==> config.mk <==
export PLATFORM = sky130hd
export DESIGN_NAME = aes_state_fifo
export DESIGN_NICKNAME = d
export VERILOG_FILES = /design/src/rtl/aes_state_fifo.sv
export SDC_FILE = /design/constraint.sdc
export NUM_CORES = 1
export LEC_CHECK = 0
export CAP_MARGIN = 10
export CORE_MARGIN = 4
export CORE_UTILIZATION = 48
export CTS_CLUSTER_SIZE = 24
export DETAILED_ROUTE_END_ITERATION = 8
export PLACE_DENSITY = 0.7
export REMOVE_ABC_BUFFERS = 1
export SYNTH_ARGS = -nofsm -noshare
export SYNTH_HDL_FRONTEND = slang
export SYNTH_SLANG_ARGS = --single-unit
==> constraint.sdc <==
create_clock -name CLK -period 9.05 [get_ports CLK]
set_input_delay 1.3575 -clock CLK [delete_from_list [all_inputs] [get_ports CLK]]
set_output_delay 1.3575 -clock CLK [all_outputs]
set_load 0.05 [all_outputs]
==> src/rtl/aes_state_fifo.sv <==
// First-word-fall-through FIFO holding whole AES states (NWORDS x WORD_W) per slot.
// Pointers wrap naturally because DEPTH is a power of two; CLR also scrubs storage.
module aes_state_fifo #(
   parameter int WORD_W = 32,
   parameter int NWORDS = 4,
   parameter int DEPTH  = 4
) (
   input  logic                           CLK,
   input  logic                           CLR,
   input  logic                           in_valid,
   output logic                           in_ready,
   input  logic [NWORDS-1:0][WORD_W-1:0]  state_i,
   output logic                           out_valid,
   input  logic                           out_ready,
   output logic [NWORDS-1:0][WORD_W-1:0]  state_o,
   output logic [$clog2(DEPTH+1)-1:0]     count,
   output logic                           full,
   output logic                           empty
);

   localparam int PW = $clog2(DEPTH);
   localparam int CW = $clog2(DEPTH+1);

   logic [NWORDS-1:0][WORD_W-1:0] mem_q [DEPTH];
   logic [PW-1:0]                 wptr_q, wptr_d;
   logic [PW-1:0]                 rptr_q, rptr_d;
   logic [CW-1:0]                 count_q, count_d;
   logic                          push, pop;

   // Status comes only from the count register, so in_ready never sees out_ready.
   assign full      = (count_q == CW'(DEPTH));
   assign empty     = (count_q == '0);
   assign in_ready  = ~full;
   assign out_valid = ~empty;
   assign count     = count_q;
   assign state_o   = mem_q[rptr_q];

   assign push = in_valid & in_ready;
   assign pop  = out_valid & out_ready;

   always_comb begin
      wptr_d  = wptr_q;
      rptr_d  = rptr_q;
      count_d = count_q;
      if (push) wptr_d = wptr_q + PW'(1);
      if (pop)  rptr_d = rptr_q + PW'(1);
      if (push && !pop)      count_d = count_q + CW'(1);
      else if (pop && !push) count_d = count_q - CW'(1);
   end

   always_ff @(posedge CLK) begin
      if (CLR) begin
         for (int i = 0; i < DEPTH; i++) mem_q[i] <= '0;
         wptr_q  <= '0;
         rptr_q  <= '0;
         count_q <= '0;
      end else begin
         if (push) mem_q[wptr_q] <= state_i;
         wptr_q  <= wptr_d;
         rptr_q  <= rptr_d;
         count_q <= count_d;
      end
   end

endmodule
After elaboration in Yosys (flattened, before gate mapping)
Memory sizes are Yosys's and may differ from the RTL's. A register that Yosys moved wholly into a read port is not among the register bits.
Index checks and enable logic that the tools add are counted.

word-level totals
  bits in registers = 7
  bits in writable memories = 512
  input bits = 132
  logic and storage cells = 32
  memories kept = 1

operators by class
  $add $sub $neg = 4
  eq/ne operators = 1
  muxes and demuxes = 12
  bitwise gates (word level) = 4
  reduce and logical (&&, ||, !) cells = 7

memory list
  memory  depth  width  read ports  clocked after Yosys merged registers in  wr ports  line  source
  mem_q   4      128    1           1                                        4         24    logic [NWORDS-1:0][WORD_W-1:0] mem_q [DEPTH];

operators with widths
  kind                                              count
  two-way mux 128 bit                               1
  OR reduction 128 bit                              1
  two-way mux 1 bit                                 6
  two-way mux 2 bit                                 3
  two-way mux 3 bit                                 2
  adder 2 x 1 -> 2 bit, second input constant       2
  adder 3 x 1 -> 3 bit, second input constant       1
  == test 3 bit, second input constant              1
  logical NOT 3 bit                                 1
  subtractor 3 x 1 -> 3 bit, second input constant  1
  bitwise AND 1 bit                                 2
  logical AND 1 bit                                 2
  logical NOT 1 bit                                 2
  inverter 1 bit                                    2
  nonzero test 2 bit                                1

Depth between registers and ports, before layout
Gate-level depths: netlist (run 1).

  depth after elaboration = 8
  depth in mapped cells = 10

Least setup slack after synthesis (run 1)
No wires, ideal clock.

  kind = input to register
  start = in in_valid
  end = mem mem_q[1][0] (netlist name) (enable)
  arrival = 7.353 ns
  path slack = 1.055 ns
  stages on the path = 2
  buffers on the path = 0
  cell sequence = nand3_1 -> o21bai_1

RTL lines
  item             line  source
  start, declared  10    input logic in_valid,
  end, declared    24

==> flow_summary.toml, run 1 <==
[run_status]
outcome = "finished clean"

[place]
post-place-ws_ns = 4.360
globalplace.congestion = 0.7580
numPlacedInstances = 2094
dpl.hpwl_mm = 27.28
port-buffer-count = 266

[worst_hold_path]
hold-path-endpoint = "rptr_q[0]"
worstHoldPathCells = 2
min-delay-start = "rptr_q[0]"
hp-class = "reg2reg"

[clock_network]
cts_inserted_buffers = 53
post_cts_resize_count = 0
htree_num_levels = 2
clock_latency_ns = 0.58
largest_buffer_count_on_any_clock_path = 3
clkSinkCount = 521
clockRootBuffer = "sky130_fd_sc_hd__clkbuf_16"
post_cts.repair.setup_buffers = 0
clkTransAtPathRegs_ns = 0.06
tritoncts = "built"
post_cts_hold_buffer_count = 0

[setup_path]
worstReg2RegStart = "count[0]"
endpoint_kind = "output pin"
reg2reg_path_depth = 6
cpPeakStageDelay_ns = 1.01
start_kind = "register"
crit_path_top_delay_cell = "sky130_fd_sc_hd__dfxtp_4"
worstReg2RegEnd = "mem_q[1][127]"
timing.critical_path.cells = "buf_4 > mux4_2 > clkdlybuf4s50_1"
timing.critical_path.required_ns = 7.69
r2r_setup_slk_ns = 6.07
critical_path_class = "reg2out"
critical_path.max_fanout = 67
cp.arrival_ns = 3.90

[die]
core-area_sq_um = 46650
die_height_microns = 225.3
top_level_ports = 267
placementRows = 79
initial_core_util = 0.4860
fp.dieArea_sq_um = 50780
die-width_microns = 225.3

[detailed_routing]
detail_route.wl_per_cell_microns = 22.56
via_count = 11690
detailed_route_vias_per_instance = 5.331
drt-total-wl_mm = 49.48
post-route-drc-count = 0
drt.antenna.violating_nets = 0
drt-pass1-iter-count = 5
drt_first_iter_violations = 945

[global_route]
grt_max_degree = 129
grt_antenna_before_repair = 10
vias_in_the_first_global_route = 12464
grtUsageTotal = 0.1953
wire_length_of_the_first_global_routing_pass_mm = 75.25
overflow = 0

[sta]
tightest_slew_ns = 1.090
fin_crit_period_ns = 5.253
timing.max_slew.rel_slack = 0.2732
rsz0062_at_grt = "no"
fmaxAchievable_ghz = 0.1904
skew_ns = 0.01322
final.setup.tns_ns = 0
setup_viol = 0
hold_viol = 0
post-route-worst-setup-slack_ns = 3.797
fin_hold_ws_ns = 0.5290
fin_crit_sh = 0.5804
report.final.slew_viol_count = 0

[logic_synthesis]
synth_enable_flop_cells = 512
dominantRegCellSynth = "sky130_fd_sc_hd__edfxtp_1"
synth-async-reset-ratio = 0
synth_area_per_cell_sq_um = 17.59
yosys.cell_types.count = 32
yosys_warnings = 0
ys_seq_elements = 521
synth.cell_area_sq_um = 22670
synth_seq_area_share = 0.6860
post_synth_inst_count = 1289

[final_layout]
final_nets = 1676
post_layout_nonfiller_instances = 2193
area_growth_pct = 20.66
regArea_sq_um = 15560
multiInputGateArea_sq_um = 6427
final.fill_count = 3566
drive_above_1_share = 0.1454

[run]
timing.max_cap.violations = 0

[power_and_ir_drop]
pwr_density_cell_nw_per_um2 = 278.0
peakVddDrop_mv = 0.2289
power_leakage_nw = 9.732
## cells in the mapped netlist, types with 4 or more instances
| library cell | n | area, sq um |
|---|---|---|
| sky130_fd_sc_hd__and2_1 | 512 | 3203 |
| sky130_fd_sc_hd__buf_2 | 18 | 90.09 |
| sky130_fd_sc_hd__buf_6 | 49 | 551.8 |
| sky130_fd_sc_hd__clkbuf_1 | 16 | 60.06 |
| sky130_fd_sc_hd__dfxtp_1 | 9 | 180.2 |
| sky130_fd_sc_hd__edfxtp_1 | 512 | 15370 |
| sky130_fd_sc_hd__inv_1 | 4 | 15.01 |
| sky130_fd_sc_hd__mux4_2 | 128 | 2883 |
| sky130_fd_sc_hd__nor2_1 | 5 | 18.77 |
| sky130_fd_sc_hd__or3_1 | 4 | 25.02 |
| sky130_fd_sc_hd__xor2_1 | 4 | 35.03 |
## cell families (layout without fill, tap and decap cells)
kind of cell / Yosys count / count (layout) / share of synthesized area
XOR/XNOR: 4 / 4 / 0.001545
AO/OA/AOI/OAI: 10 / 10 / 0.003035
AND/OR/NAND/NOR: 532 / 532 / 0.1477
other: 0 / 4 / 0
multiplexers: 129 / 129 / 0.1276
adder cells (fa/ha/maj): 2 / 2 / 0.001435
flip-flops: 521 / 521 / 0.6860
buffers and inverters: 91 / 384 / 0.03267
## critical path, delay by kind of cell (launching register included)
kind	cells	cell delay, ns
muxes	1	0.39
DFF	1	1.01
buffers and inverters	2	1.85
## sequential cells by signal, summed over array words and instances, names as in the netlist, named ones only
name,count
mem_q,512
count,3
rptr_q,2
wptr_q,2
## cell type report
type                            instances  area share
Timing Repair Buffer                  284      0.1032
Tap cell                              607     0.02776
Clock inverter                         26     0.01002
Multi-Input combinational cell        677      0.2349
Inverter                                5   0.0008689
Sequential cell                       521      0.5688
Antenna cell                            4   0.0003659
Clock buffer                           69     0.05406
## per-layer routing
metal / global-route usage / part of all wire / vias up
met1: 0.2715 / 0.43 / 5997
met2: 0.3167 / 0.49 / 315
li1: - / - / 5301
met5: 0 / 0.00097 / -
met4: 0.04011 / 0.015 / 8
met3: 0.05158 / 0.067 / 69
## how the worst max path moves through the flow
stage | end | depth (start not counted)
3_3_place_gp | state_o[12] | 3
2_1_floorplan | mem_q[1][0] | 3
5_1_grt | state_o[87] | 3
6_report | state_o[87] | 3
3_5_place_dp | state_o[24] | 3
4_1_cts | state_o[87] | 3
## through the flow
step	instance area, sq um	power [mW]	util
floorplan	21960	4.731	-
global placement	25600	5.472	0.5486
detailed placement	25600	5.494	0.5486
CTS	27350	7.700	0.5862
global route	27350	7.894	0.5862
finish	27360	7.605	0.5864
## cell usage in the layout, fill, tap and decap left out, types with 2 or more instances in the layout
cell,netlist,routed
sky130_fd_sc_hd__dfxtp_1,9,7
sky130_fd_sc_hd__nor2_1,5,5
sky130_fd_sc_hd__o21ai_0,2,2
sky130_fd_sc_hd__nor3_4,0,2
sky130_fd_sc_hd__clkinv_2,0,4
sky130_fd_sc_hd__bufinv_16,0,6
sky130_fd_sc_hd__buf_4,1,16
sky130_fd_sc_hd__nand2_1,2,2
sky130_fd_sc_hd__inv_6,1,2
sky130_fd_sc_hd__edfxtp_1,512,512
sky130_fd_sc_hd__dfxtp_4,0,2
sky130_fd_sc_hd__xor2_1,4,4
sky130_fd_sc_hd__clkbuf_8,0,5
sky130_fd_sc_hd__inv_1,4,4
sky130_fd_sc_hd__nor4_4,2,2
sky130_fd_sc_hd__buf_12,0,2
sky130_fd_sc_hd__and2_1,512,512
sky130_fd_sc_hd__clkbuf_16,0,55
sky130_fd_sc_hd__diode_2,0,4
sky130_fd_sc_hd__mux4_2,128,128
sky130_fd_sc_hd__clkbuf_1,16,9
sky130_fd_sc_hd__clkinv_1,0,13
sky130_fd_sc_hd__a21oi_1,2,2
sky130_fd_sc_hd__or3_1,4,4
sky130_fd_sc_hd__clkdlybuf4s50_1,0,266
sky130_fd_sc_hd__o21bai_4,0,2
## power by group
part / internal [mW] / switching [mW]
clock: 1.31 / 0.886
sequential: 2.93 / 0.138
combinational: 0.896 / 1.44
total: 5.14 / 2.47
(Power assumes the default switching activity.)
==> run 2: changes to the inputs <==
--- a/config.mk
+++ b/config.mk
@@ -10,7 +10,7 @@
 export CORE_UTILIZATION = 48
 export CTS_CLUSTER_SIZE = 24
 export DETAILED_ROUTE_END_ITERATION = 8
-export PLACE_DENSITY = 0.7
+export PLACE_DENSITY = 0.73
 export REMOVE_ABC_BUFFERS = 1
 export SYNTH_ARGS = -nofsm -noshare
 export SYNTH_HDL_FRONTEND = slang
==> constraint.sdc (replaced) <==
create_clock -name CLK -period 4.55 [get_ports CLK]
set_input_delay 0.6825 -clock CLK [delete_from_list [all_inputs] [get_ports CLK]]
set_output_delay 0.6825 -clock CLK [all_outputs]
set_load 0.05 [all_outputs]
==> run 2 against run 1 <==
Net effect: design area rose by 0.70%; via count rose by 1.3%; hold slack improved by 0.010 ns; critical path type unchanged; first-iteration DRC count fell by 12%; sequential share of layout area fell by 0.40 points; die area did not move; worst setup slack got worse by 2.7 ns; combinational power rose by 110%; register-to-register slack got worse by 4.0 ns.
==> flow_summary.toml, run 2 (synthesized netlist as in run 1, its figures left out) <==
[run_status]
outcome = "finished clean"

[clock_network]
largest_buffer_count_on_any_clock_path = 3
tritoncts = "built"
post_cts_hold_buffer_count = 0
post_cts_resize_count = 0
clock_latency_ns = 0.59
clockRootBuffer = "sky130_fd_sc_hd__clkbuf_16"
htree_num_levels = 2
clkSinkCount = 521
clkTransAtPathRegs_ns = 0.06
cts_inserted_buffers = 53
post_cts.repair.setup_buffers = 0

[detailed_routing]
detailed_route_vias_per_instance = 5.376
drt-total-wl_mm = 48.94
detail_route.wl_per_cell_microns = 22.21
via_count = 11844
drt_first_iter_violations = 828
drt.antenna.violating_nets = 0
drt-pass1-iter-count = 6
post-route-drc-count = 0

[global_route]
grt_antenna_before_repair = 5
wire_length_of_the_first_global_routing_pass_mm = 74.73
grt_max_degree = 129
vias_in_the_first_global_route = 12555
grtUsageTotal = 0.1926
overflow = 0

[sta]
hold_viol = 0
report.final.slew_viol_count = 0
fin_crit_period_ns = 3.480
fmaxAchievable_ghz = 0.2874
fin_crit_sh = 0.7648
final.setup.tns_ns = 0
timing.max_slew.rel_slack = 0.4180
rsz0062_at_grt = "no"
tightest_slew_ns = 0.8730
post-route-worst-setup-slack_ns = 1.070
skew_ns = 0.02005
setup_viol = 0

[setup_path]
crit_path_top_delay_cell = "sky130_fd_sc_hd__clkdlybuf4s50_1"
cpPeakStageDelay_ns = 0.72
start_kind = "register"
critical-path-top-delay-family = "buffers and inverters"
timing.critical_path.required_ns = 3.87
critical_path.max_fanout = 31
endpoint_kind = "output pin"
cp.arrival_ns = 2.80
r2r_setup_slk_ns = 2.11
worstReg2RegEnd = "mem_q[2][100]"
critical_path_class = "reg2out"
worstReg2RegStart = "count[0]"
cp_bufs_invs = 2
reg2reg_path_depth = 4
timing.critical_path.cells = "buf_4 > mux4_2 > clkdlybuf4s50_1"

[final_layout]
largest_register = "mem_q"
final_area_sq_um = 27550
final_nets = 1683
largest_register_ffs = 512
area_growth_pct = 21.50
highest_count_cells_in_the_layout_ignoring_fill_and_taps = "512 x sky130_fd_sc_hd__and2_1, 512 x sky130_fd_sc_hd__edfxtp_1, 266 x sky130_fd_sc_hd__clkdlybuf4s50_1"
drive_above_1_share = 0.1525

[place]
port-buffer-count = 266
detailed_place.area_sq_um = 25790
dpl.hpwl_mm = 26.94
globalplace.congestion = 0.7564
post-place-ws_ns = 1.483

[die]
top_level_ports = 267
placementRows = 79
die_height_microns = 225.3
core-area_sq_um = 46650
die-width_microns = 225.3
initial_core_util = 0.4860
fp.dieArea_sq_um = 50780

[power_and_ir_drop]
power.net_switching_mw = 4.934
power_leakage_nw = 9.818
pwr_density_cell_nw_per_um2 = 551.2
peakVddDrop_mv = 0.5008
switching_share = 0.3249
p_int_mw = 10.25
seqPwrFrac = 0.394
combinational_share_of_power = 0.318
pwr-share-clk = 0.288

[run]
timing.max_cap.violations = 0

[worst_hold_path]
min-delay-start = "rptr_q[1]"
worstHoldPathCells = 2
hp-class = "reg2reg"
## run 2: cell count changes in the layout (fill, tap and decap cells not counted), moves of 2 or more
| cell | delta |
|---|---|
| sky130_fd_sc_hd__buf_4 | -4 |
| sky130_fd_sc_hd__clkbuf_16 | -2 |
| sky130_fd_sc_hd__clkinvlp_4 | +2 |
| sky130_fd_sc_hd__clkbuf_1 | -2 |
| sky130_fd_sc_hd__buf_12 | +11 |
| sky130_fd_sc_hd__clkinv_2 | +6 |
## run 2: layout make-up
| cell class | instances | area (sq um) |
|---|---|---|
| Tap cell | 607 | 759.5 |
| Sequential cell | 521 | 15560 |
| Clock inverter | 35 | 349.1 |
| Fill cell | 3537 | 19100 |
| Multi-Input combinational cell | 677 | 6427 |
| Timing Repair Buffer | 291 | 3013 |
| Inverter | 5 | 23.77 |
| Clock buffer | 64 | 1408 |
| Antenna cell | 3 | 7.507 |
## run 2: power by group through the flow
stage	Combinational [mW]	Sequential [mW]	Clock, mW
final	4.83	5.98	4.37
after global routing	5.07	6.03	4.67
after CTS	4.91	5.99	4.46
after detailed placement	4.88	6.09	0
after global placement	4.87	6.06	0
after floorplan	3.05	6.36	0
## run 2: tightest hold or removal path, stage by stage (launching register included)
cell,delay (ns)
sky130_fd_sc_hd__dfxtp_1,0.31
sky130_fd_sc_hd__xor2_1,0.14
sky130_fd_sc_hd__nor2_1,0.06
## run 2: worst max path at each step
stage / from / endpoint / slack (ns) / depth (start not counted)
after floorplan: count[0] / mem_q[1][0] / -3.56 / 3
after global placement: CLR / mem_q[0][53] / 1.46 / 6
after detailed placement: CLR / mem_q[0][53] / 1.48 / 6
after CTS: register / state_o[111] / 0.98 / 3
after global routing: register / state_o[111] / 0.93 / 3
final: register / state_o[40] / 1.07 / 3
## run 2: routing by layer
| layer | up-vias | track usage | share of wire |
|---|---|---|---|
| met5 | - | 0 | 0.00067 |
| met4 | 6 | 0.03853 | 0.013 |
| met3 | 60 | 0.04911 | 0.067 |
| met2 | 320 | 0.3154 | 0.50 |
| met1 | 6141 | 0.2668 | 0.42 |
| li1 | 5317 | - | - |
## run 2: stage by stage
| step | hold slack (ns) | power [mW] | utilization | std cells |
|---|---|---|---|---|
| 4_1_cts | 0.5452 | 15.36 | 0.5904 | 2200 |
| 3_5_place_dp | 0.5242 | 10.97 | 0.5527 | 2101 |
| 5_1_grt | 0.5996 | 15.77 | 0.5904 | 2201 |
| 2_1_floorplan | 0.4847 | 9.411 | - | 1203 |
| 6_report | 0.5394 | 15.18 | 0.5905 | 2203 |
| 3_3_place_gp | 0.5031 | 10.93 | 0.5527 | 2101 |
==> run 3: changes to the inputs <==
==> constraint.sdc (replaced) <==
create_clock -name CLK -period 2.9 [get_ports CLK]
set_input_delay 0.435 -clock CLK [delete_from_list [all_inputs] [get_ports CLK]]
set_output_delay 0.435 -clock CLK [all_outputs]
set_load 0.05 [all_outputs]
==> run 3 against run 2 <==
Net effect: clock power grew 52%; design area is 0.73% lower; routed wire length up 1.3%; die area unchanged; sequential cell count did not move; register-to-register slack worse by 1.6 ns; count of clock-buffer cells in the layout is 2 higher; power increased by 55%; sequential share of layout area grew 0.42 points; non-clock buffer count is 6 higher; critical path depth stayed put; critical path type unchanged; critical endpoint is now state_o[103].
==> flow_summary.toml, run 3 (synthesized netlist as in run 1, its figures left out) <==
[run_status]
outcome = "finished clean"

[global_route]
grt_max_degree = 129
grtUsageTotal = 0.1957
wire_length_of_the_first_global_routing_pass_mm = 75.39
overflow = 0
vias_in_the_first_global_route = 12621
grt_antenna_before_repair = 5

[detailed_routing]
drt.antenna.violating_nets = 0
drt-total-wl_mm = 49.59
detail_route.wl_per_cell_microns = 22.48
detailed_route_vias_per_instance = 5.351
post-route-drc-count = 0
drt_first_iter_violations = 790
via_count = 11805
drt-pass1-iter-count = 5

[final_layout]
largest_register_ffs = 512
area_growth_pct = 20.62
highest_count_cells_in_the_layout_ignoring_fill_and_taps = "512 x sky130_fd_sc_hd__and2_1, 512 x sky130_fd_sc_hd__edfxtp_1, 146 x sky130_fd_sc_hd__clkdlybuf4s50_1"
final_nets = 1690
largest_register = "mem_q"
drive_above_1_share = 0.2210

[clock_network]
clkSinkCount = 521
clock_latency_ns = 0.59
cts_inserted_buffers = 54
htree_num_levels = 2
post_cts_hold_buffer_count = 0
largest_buffer_count_on_any_clock_path = 3
tritoncts = "built"
clkTransAtPathRegs_ns = 0.06
clockRootBuffer = "sky130_fd_sc_hd__clkbuf_16"

[sta]
skew_ns = 0.01173
hold_viol = 0
setup_viol = 0
tightest_slew_ns = 0.6195
post-route-worst-setup-slack_ns = 0.08903
report.final.slew_viol_count = 0
rsz0062_at_grt = "no"
fmaxAchievable_ghz = 0.3557
timing.max_slew.rel_slack = 0.5870
final.setup.tns_ns = 0
fin_crit_sh = 0.9693
fin_crit_period_ns = 2.811

[die]
placementRows = 79
core-area_sq_um = 46650
die_height_microns = 225.3
fp.dieArea_sq_um = 50780
die-width_microns = 225.3
top_level_ports = 267
initial_core_util = 0.4860

[worst_hold_path]
hp-class = "reg2reg"

[setup_path]
cpPeakStageDelay_ns = 0.72
r2r_setup_slk_ns = 0.47
endpoint_kind = "output pin"
crit_path_top_delay_cell = "sky130_fd_sc_hd__clkdlybuf4s50_1"
cp.arrival_ns = 2.38
critical_path.max_fanout = 10
timing.critical_path.cells = "buf_12 > mux4_2 > clkdlybuf4s50_1"
start_kind = "register"
timing.critical_path.required_ns = 2.47
critical_path_class = "reg2out"

[place]
post-place-ws_ns = 0.2964
dpl.hpwl_mm = 27.55
port-buffer-count = 266
globalplace.congestion = 0.7497

[run]
timing.max_cap.violations = 0

[power_and_ir_drop]
pwr_density_cell_nw_per_um2 = 860.1
peakVddDrop_mv = 0.9533
power_leakage_nw = 10.02
[run 3: changes by cell type in the layout (fill, tap and decap cells not counted), moves of 2 or more]
cell / delta
sky130_fd_sc_hd__bufinv_16: -2
sky130_fd_sc_hd__clkinvlp_4: -3
sky130_fd_sc_hd__clkbuf_1: +4
sky130_fd_sc_hd__clkinv_2: -2
sky130_fd_sc_hd__clkdlybuf4s50_1: -120
sky130_fd_sc_hd__buf_4: +110
sky130_fd_sc_hd__buf_12: +6
sky130_fd_sc_hd__clkbuf_16: +2
sky130_fd_sc_hd__buf_16: +2
sky130_fd_sc_hd__clkinv_1: +3
sky130_fd_sc_hd__dlygate4sd2_1: +7
sky130_fd_sc_hd__clkbuf_8: -4
[run 3: power breakdown]
group	total, mW	switching, mW	internal (mW)
registers	9.37	0.239	9.13
logic	7.49	4.76	2.73
clock network	6.66	2.77	3.89
total	23.5	7.77	15.7
[run 3: final timing paths]
check | cells after the start | end | startpoint
setup reg to reg | 9 | count[2] | count[0]
hold reg to reg | 2 | rptr_q[0] | rptr_q[0]
setup / recovery | 3 | state_o[103] | register
hold / removal | 2 | rptr_q[0] | rptr_q[0]
[run 3: repair_timing]
action                     CTS  global route
setup endpoints to repair   89            49
resized for setup            8             1
setup buffers                4             1
[run 3: cell type report]
| cell class | instances | area [sq um] |
|---|---|---|
| fill | 3546 | 19310 |
| sequential | 521 | 15560 |
| multi-input combinational | 677 | 6427 |
| timing repair buffer | 297 | 2885 |
| clock buffer | 66 | 1418 |
| tap | 607 | 759.5 |
| clock inverter | 31 | 267.8 |
| inverter | 5 | 23.77 |
| antenna | 2 | 5.005 |
[run 3: routing by layer]
| metal | wire (microns) | part of all wire | global-route usage |
|---|---|---|---|
| met5 | 46 | 0.00093 | 0 |
| met3 | 3528 | 0.071 | 0.04559 |
| met1 | 21370 | 0.43 | 0.2766 |
| met4 | 1233 | 0.025 | 0.05809 |
| met2 | 23410 | 0.47 | 0.3084 |
[run 3: critical path: cells and delay by family, from the launching register on]
kind | cells | cell delay (ns)
multiplexers | 1 | 0.51
buffers and inverters | 2 | 0.87
flip-flops | 1 | 0.39
[run 3: per-stage QoR]
step / cell area [sq um] / instances / hold slack, ns / utilization / power (mW)
finish: 27350 / 2206 / 0.5354 / 0.5862 / 23.52
global route: 27350 / 2205 / 0.5551 / 0.5861 / 24.44
CTS: 27310 / 2203 / 0.5192 / 0.5853 / 23.79
detailed placement: 25590 / 2102 / 0.5227 / 0.5484 / 17.08
global placement: 25590 / 2102 / 0.4966 / 0.5484 / 17.00
floorplan: 21960 / 1203 / 0.4847 / - / 14.14
